## src/rtl/acm_pkg.sv

```systemverilog
// acm_pkg: shared constants and FSM state encodings for the ACM IN packetizer.
// Rev 1.0
`default_nettype none

package acm_pkg;

    localparam int ACM_MAX_PKT     = 64;
    localparam int ACM_DEF_TIMEOUT = 4800;

    localparam logic [0:0] ST_FILL  = 1'b0;
    localparam logic [0:0] ST_DRAIN = 1'b1;

endpackage

`default_nettype wire

```

## src/rtl/acm_pkt_buf.sv

```systemverilog
// acm_pkt_buf: DEPTH x 8 simple dual-port RAM with a registered read port.
// Rev 1.0
`default_nettype none

module acm_pkt_buf
    import acm_pkg::*;
#(
    parameter int DEPTH = ACM_MAX_PKT,
    parameter int AW    = $clog2(DEPTH)
) (
    input  logic          clk,
    input  logic          rst_n,
    input  logic          we,
    input  logic [AW-1:0] waddr,
    input  logic [7:0]    wdata,
    input  logic [AW-1:0] raddr,
    output logic [7:0]    rdata
);

    logic [7:0] mem [DEPTH];

    always_ff @(posedge clk) begin
        if (we) begin
            mem[waddr] <= wdata;
        end
    end

    // Write-through on an address collision so a one-byte packet prefetches its own byte.
    always_ff @(posedge clk or negedge rst_n) begin
        if (!rst_n) begin
            rdata <= 8'h00;
        end else if (we && (waddr == raddr)) begin
            rdata <= wdata;
        end else begin
            rdata <= mem[raddr];
        end
    end

endmodule

`default_nettype wire

```

## src/rtl/acm_in_packetizer.sv

```systemverilog
// acm_in_packetizer: store-and-forward byte packetizer feeding the ACM IN pipe, Rev 1.0.
// Optional idle-timeout packet close: define ACM_PKTZ_TIMEOUT_EN.
`default_nettype none

module acm_in_packetizer
    import acm_pkg::*;
#(
    parameter int MAX_PKT = ACM_MAX_PKT,
    parameter int TIMEOUT = ACM_DEF_TIMEOUT
) (
    input  logic       clk,
    input  logic       rst_n,
    input  logic [7:0] i_data,
    input  logic       i_eop,
    input  logic       i_valid,
    output logic       i_ready,
    output logic [7:0] o_data,
    output logic       o_last,
    output logic       o_valid,
    input  logic       o_ready,
    output logic       o_flush_now,
    output logic       o_busy
);

    localparam int               CW   = $clog2(MAX_PKT + 1);
    localparam int               AW   = $clog2(MAX_PKT);
    localparam logic [CW-1:0]    FULL = CW'(MAX_PKT);

    if (MAX_PKT < 2 || TIMEOUT < 1) begin : g_bad_param
        $error("acm_in_packetizer: MAX_PKT must be >= 2 and TIMEOUT >= 1");
    end

    logic [0:0]    state;
    logic [0:0]    next_state;
    logic [CW-1:0] wr_cnt;
    logic [CW-1:0] rd_ptr;
    logic [CW-1:0] wr_cnt_inc;
    logic [AW-1:0] rd_next;
    logic [AW-1:0] raddr;
    logic          short_pkt;
    logic          accept;
    logic          handshake;
    logic          full_close;
    logic          eop_close;
    logic          timeout_close;

    assign accept     = i_valid & i_ready;
    assign handshake  = o_valid & o_ready;
    assign wr_cnt_inc = wr_cnt + CW'(1);
    assign rd_next    = rd_ptr[AW-1:0] + AW'(1);
    assign full_close = accept && (wr_cnt_inc == FULL);
    assign eop_close  = accept && i_eop && !full_close;

`ifdef ACM_PKTZ_TIMEOUT_EN
    localparam int TW = $clog2(TIMEOUT + 1);
    logic [TW-1:0] timer;

    always_ff @(posedge clk or negedge rst_n) begin
        if (!rst_n) begin
            timer <= '0;
        end else if (state != ST_FILL || accept || wr_cnt == '0) begin
            timer <= '0;
        end else if (timer != TW'(TIMEOUT)) begin
            timer <= timer + TW'(1);
        end
    end

    // Close on the idle cycle that brings the timer to TIMEOUT.
    assign timeout_close = (state == ST_FILL) && !accept && (wr_cnt != '0)
                           && (timer == TW'(TIMEOUT - 1));
`else
    assign timeout_close = 1'b0;
`endif

    always_ff @(posedge clk or negedge rst_n) begin
        if (!rst_n) begin
            state <= ST_FILL;
        end else begin
            state <= next_state;
        end
    end

    always_comb begin
        next_state = state;
        case (state)
            ST_FILL:  if (full_close || eop_close || timeout_close) next_state = ST_DRAIN;
            ST_DRAIN: if (handshake && o_last) next_state = ST_FILL;
            default:  next_state = ST_FILL;
        endcase
    end

    always_comb begin
        i_ready     = (state == ST_FILL);
        o_valid     = (state == ST_DRAIN);
        o_last      = (state == ST_DRAIN) && (rd_ptr == wr_cnt - CW'(1));
        o_flush_now = (state == ST_DRAIN) && short_pkt;
        o_busy      = (wr_cnt != '0);
    end

    always_ff @(posedge clk or negedge rst_n) begin
        if (!rst_n) begin
            wr_cnt    <= '0;
            rd_ptr    <= '0;
            short_pkt <= 1'b0;
        end else if (state == ST_FILL) begin
            if (accept) begin
                wr_cnt <= wr_cnt_inc;
            end
            if (full_close) begin
                short_pkt <= 1'b0;
            end else if (eop_close || timeout_close) begin
                short_pkt <= 1'b1;
            end
        end else if (handshake) begin
            if (o_last) begin
                wr_cnt    <= '0;
                rd_ptr    <= '0;
                short_pkt <= 1'b0;
            end else begin
                rd_ptr <= rd_ptr + CW'(1);
            end
        end
    end

    // Prefetch: address the byte that will be on o_data after this edge.
    always_comb begin
        raddr = '0;
        if (state == ST_DRAIN && !(handshake && o_last)) begin
            raddr = handshake ? rd_next : rd_ptr[AW-1:0];
        end
    end

    acm_pkt_buf #(
        .DEPTH (MAX_PKT),
        .AW    (AW)
    ) u_buf (
        .clk   (clk),
        .rst_n (rst_n),
        .we    (accept),
        .waddr (wr_cnt[AW-1:0]),
        .wdata (i_data),
        .raddr (raddr),
        .rdata (o_data)
    );

endmodule

`default_nettype wire

```

## config.mk

```make
export PLATFORM = sky130hd
export DESIGN_NAME = acm_in_packetizer
export DESIGN_NICKNAME = d
export VERILOG_FILES = /design/src/rtl/acm_pkg.sv /design/src/rtl/acm_pkt_buf.sv /design/src/rtl/acm_in_packetizer.sv
export SDC_FILE = /design/constraint.sdc
export NUM_CORES = 1
export LEC_CHECK = 0
export BUFFER_PORTS_ARGS = -buffer_cell sky130_fd_sc_hd__buf_2
export CAP_MARGIN = 5
export CORE_ASPECT_RATIO = 0.8
export CORE_MARGIN = 1.5
export CORE_UTILIZATION = 50
export CTS_CLUSTER_SIZE = 30
export DETAILED_ROUTE_END_ITERATION = 16
export HOLD_SLACK_MARGIN = 0.1
export PLACE_DENSITY = 0.77
export SLEW_MARGIN = 20
export SYNTH_ARGS = -nofsm -noshare
export SYNTH_HDL_FRONTEND = slang
export SYNTH_SLANG_ARGS = --single-unit
```

## constraint.sdc

```tcl
create_clock -name clk -period 4.6 [get_ports clk]
set_input_delay 0.69 -clock clk [delete_from_list [all_inputs] [get_ports clk]]
set_output_delay 0.69 -clock clk [all_outputs]
set_load 0.01 [all_outputs]
```

==> metrics.md <==
| Metric | Value |
|---|---|
| Result of the run | completed |
| Initial detailed-routing violation count | 3166 |
| Leading cell type in the layout, fill and taps excluded | edfxtp_1 |
| Number of vias per cell after detailed routing | 7.09 |
| Clk slew on worst S/H paths | 70 ps |
| Critical-path maximum fanout | 22 |
| Worst hold-check slack | between 150 and 200 ps |
| I/O pin cnt | 26 |
| CP peak stage delay | 850 ps |
| Die area | 48500 um^2 |
| Combined flip-flop and latch cell area | 16000 um^2 |
| Total number of H-tree levels | 2 |
| Cts-stage hold buffer count | 0 |
| Worst IR drop on VDD | 0.330 mV |
| Startpoint of the most critical register-to-register path | wr_cnt[2] |
| Netlist Area Pre-Place | about 24000 um^2 |
| Worst Setup SP | wr_cnt[2] |
| Number of library cell types mapped by synthesis | 95 |
| Std cell rows | 71 |
| Number of CTS-inserted buffers | 51 |
| Initial antenna violation count | 0 |
| Clock tree from TritonCTS | built |
| Num Clock Sinks | 536 |
| Initial standard-cell utilization of the core | between 50% and 60% |
| Remaining max-slew budget at the tightest pin | roughly 17% |
| Buffers on Ports | 25 |
| Fraction of registers with async set/reset | 4.48% |
| Postcts setup bufs | 0 |
| First-pass GRT wire length | 110 mm |
| Register bit total from synthesis | 536 |
| WS Path Type | register to register |
| Mapped Nets | 1785 |
| Data required time at the worst endpoint | 5040 ps |
| Final hold violation count | 0 |
| Crit path capture type | register |
| Number of iterations in the first detailed-routing pass | 6 |
| Max clock buf depth | 3 |
| Tightest Pin Transition | 1250 ps |
| Commonest cells after routing, fill and taps aside | edfxtp_1 (512), nor2_1 (154), nand2_1 (127), o221ai_1 (78) |
| Average cell area after synthesis | 13.4 um^2 |
| Cell Pwr Density | 536 nW/um^2 |
| Leftover overflow at the end of global routing | 0 |
| Number of instances in the synthesized netlist | 1768 |
| Clock Tree Root | clkbuf_16 |
| Final setup TNS | 0 ps |
| Maximum number of pins on one net before global-route repair | 66 |
| Source-to-sink clock delay at the later pin of the worst-skew pair | 600 ps |
| Skew final | ~22 ps |
| Post-synth EDFFs | 512 |
| Critical Path Sink | u_buf.rdata[2] |
| Number of resized instances in the post-cts repair step | 0 |
| Highest-delay cell along the critical path | a2111oi_1 |
| Total of max-cap violations | 0 |
| Vias in the first global route | 16300 |
| Remaining routing DRC violations | 0 |
| Filler cells | 3669 |
| RSZ-0062 raised after global routing | false |
| Final HPWL from detailed placement | 49.8 mm |
| Critical path launch point type | register |
| Wire per inst | 31.1 um |
| Top_reg_cell synth | edfxtp_1 |
| Slack of the worst reg-to-reg path | 170 ps |
| Final routed wirelength across all metal layers | between 70 and 80 mm |
| Global-route usage over all layers | 31.3% |
| Crit-path cells | nor2b_1 > o31ai_2 > o22a_2 > a21oi_2 > a21oi_2 > buf_4 > mux2_2 > o22ai_1 > a211oi_1 > a2111oi_1 > o211ai_1 |
| Post-route ant nets | 0 |
| Static leakage power | ~0.0086 uW |
| FF-to-FF End | u_buf.rdata[2] |
| Multi-input combinational cell area | 6980 um^2 |
| Layout cells sized above 1 | 13.2% |
| Final Max Slew Viols | 0 |
| Gp weighted congestion | 1.05 |
| Cell seen most often among critical-path stages | a21oi_2 |
| Nets@finish | 1803 |
| Final cycle utilization of the critical path | 96.3% |
| Area of the core | 46800 um^2 |
| Yosys synthesis warning count | 0 |
| Worst hold path class | primary input to async pin |
| Number of antenna repair diodes | 0 |
| Floorplan die height | 197 um |
| Achievable Freq | 0.226 GHz |
| Arrival time of data at the critical path endpoint | 4870 ps |
| Length in cells of the worst reg-to-reg path | 11 |
| Area growth from synthesis to layout | 11.1% |
| Die outline width | ~250 um |
| Sequential area share after synthesis | 67.7% |
| Final setup violation count | 0 |
| Min Tclk post-route | 4430 ps |
| Overall via count from detail_route | 17400 |
[per-stage QoR]
stage                     power, uW  area (um^2)  cells  setup WS, ps  utilization, %
after global routing          14300        26200   2449          1.15            56.0
after floorplan                7930        23600   1768          1320               -
after detailed placement       9530        24500   2353           412            52.4
final                         14100        26200   2449           170            56.0
after CTS                     13800        26200   2449           380            56.0
after global placement         9500        24500   2353           473            52.4
[cells by family (layout without fill, tap and decap cells)]
| family | after synthesis | after routing | share of synthesized area [%] |
|---|---|---|---|
| AOI/OAI and AO/OA | 541 | 541 | 16.9 |
| DFF | 536 | 536 | 67.7 |
| and+or+nand+nor | 476 | 476 | 9.37 |
| buffers and inverters | 145 | 206 | 2.95 |
| muxes | 54 | 54 | 2.42 |
| xor gates and xnor gates | 12 | 12 | 0.477 |
| adders and majority gates | 4 | 4 | 0.212 |
[flip-flops by register name, summed over array words and instances (netlist names)]
| name | cells |
|---|---|
| u_buf.mem | 512 |
| u_buf.rdata | 8 |
| rd_ptr | 7 |
| wr_cnt | 7 |
| o_valid | 1 |
| short_pkt | 1 |
[synthesized netlist by cell type, types with 23 or more instances]
cell type | count | area share (%)
a21oi_1 | 72 | 1.5
a31oi_1 | 24 | 0.64
buf_2 | 50 | 1.1
clkbuf_1 | 56 | 0.89
dfrtp_1 | 24 | 2.5
edfxtp_1 | 512 | 65
mux2i_1 | 39 | 1.7
nand2_1 | 128 | 2.0
nand2b_1 | 23 | 0.61
nand3_1 | 48 | 1.0
nor2_1 | 155 | 2.5
nor3_1 | 31 | 0.66
o211ai_1 | 46 | 1.5
o21ai_0 | 58 | 1.2
o221ai_1 | 78 | 2.9
o22a_1 | 25 | 0.93
o22ai_1 | 72 | 1.9
[how the worst min path moves through the flow]
stage                     slack, ps   endpoint  cells after the start       from
after detailed placement        520  rd_ptr[6]                      1  rd_ptr[6]
after global placement          520  rd_ptr[6]                      1  rd_ptr[6]
after CTS                       150  wr_cnt[4]                      1      rst_n
final                           150  rd_ptr[2]                      1      rst_n
after floorplan                 390    o_valid                      0      rst_n
after global routing            190  wr_cnt[4]                      1      rst_n
[final cells by class]
cell class / instances / area share, %
sequential: 536 / 60.9
timing repair buffer: 100 / 2.81
inverter: 10 / 0.143
clock buffer: 64 / 5.17
tap: 620 / 2.96
clock inverter: 32 / 1.37
multi-input combinational: 1087 / 26.6
[power by group]
part	switching [uW]	internal, uW	leakage, uW
combinational	2850	1300	0.00282
sequential	131	5400	0.00490
clock	1870	2490	0.000831
[worst max-delay path: cells and delay by family, from the launching register on]
family | cells | cell delay, ps
flops | 1 | 740
simple gates | 1 | 220
compound gates | 8 | 2550
mux | 1 | 370
buf+inv | 1 | 380
[per-layer routing]
| metal | wire, um | vias to the layer above | part of all wire [%] | global-route usage, % |
|---|---|---|---|---|
| li1 | - | 7099 | - | - |
| met1 | 28100 | 8509 | 37 | 43.1 |
| met2 | 32000 | 1512 | 42 | 44.3 |
| met3 | 12700 | 249 | 17 | 13.1 |
| met4 | 3430 | 0 | 4.5 | 11.5 |
| met5 | 0 | - | 0 | 0 |
No activity file was read; power rests on OpenSTA's default activity.
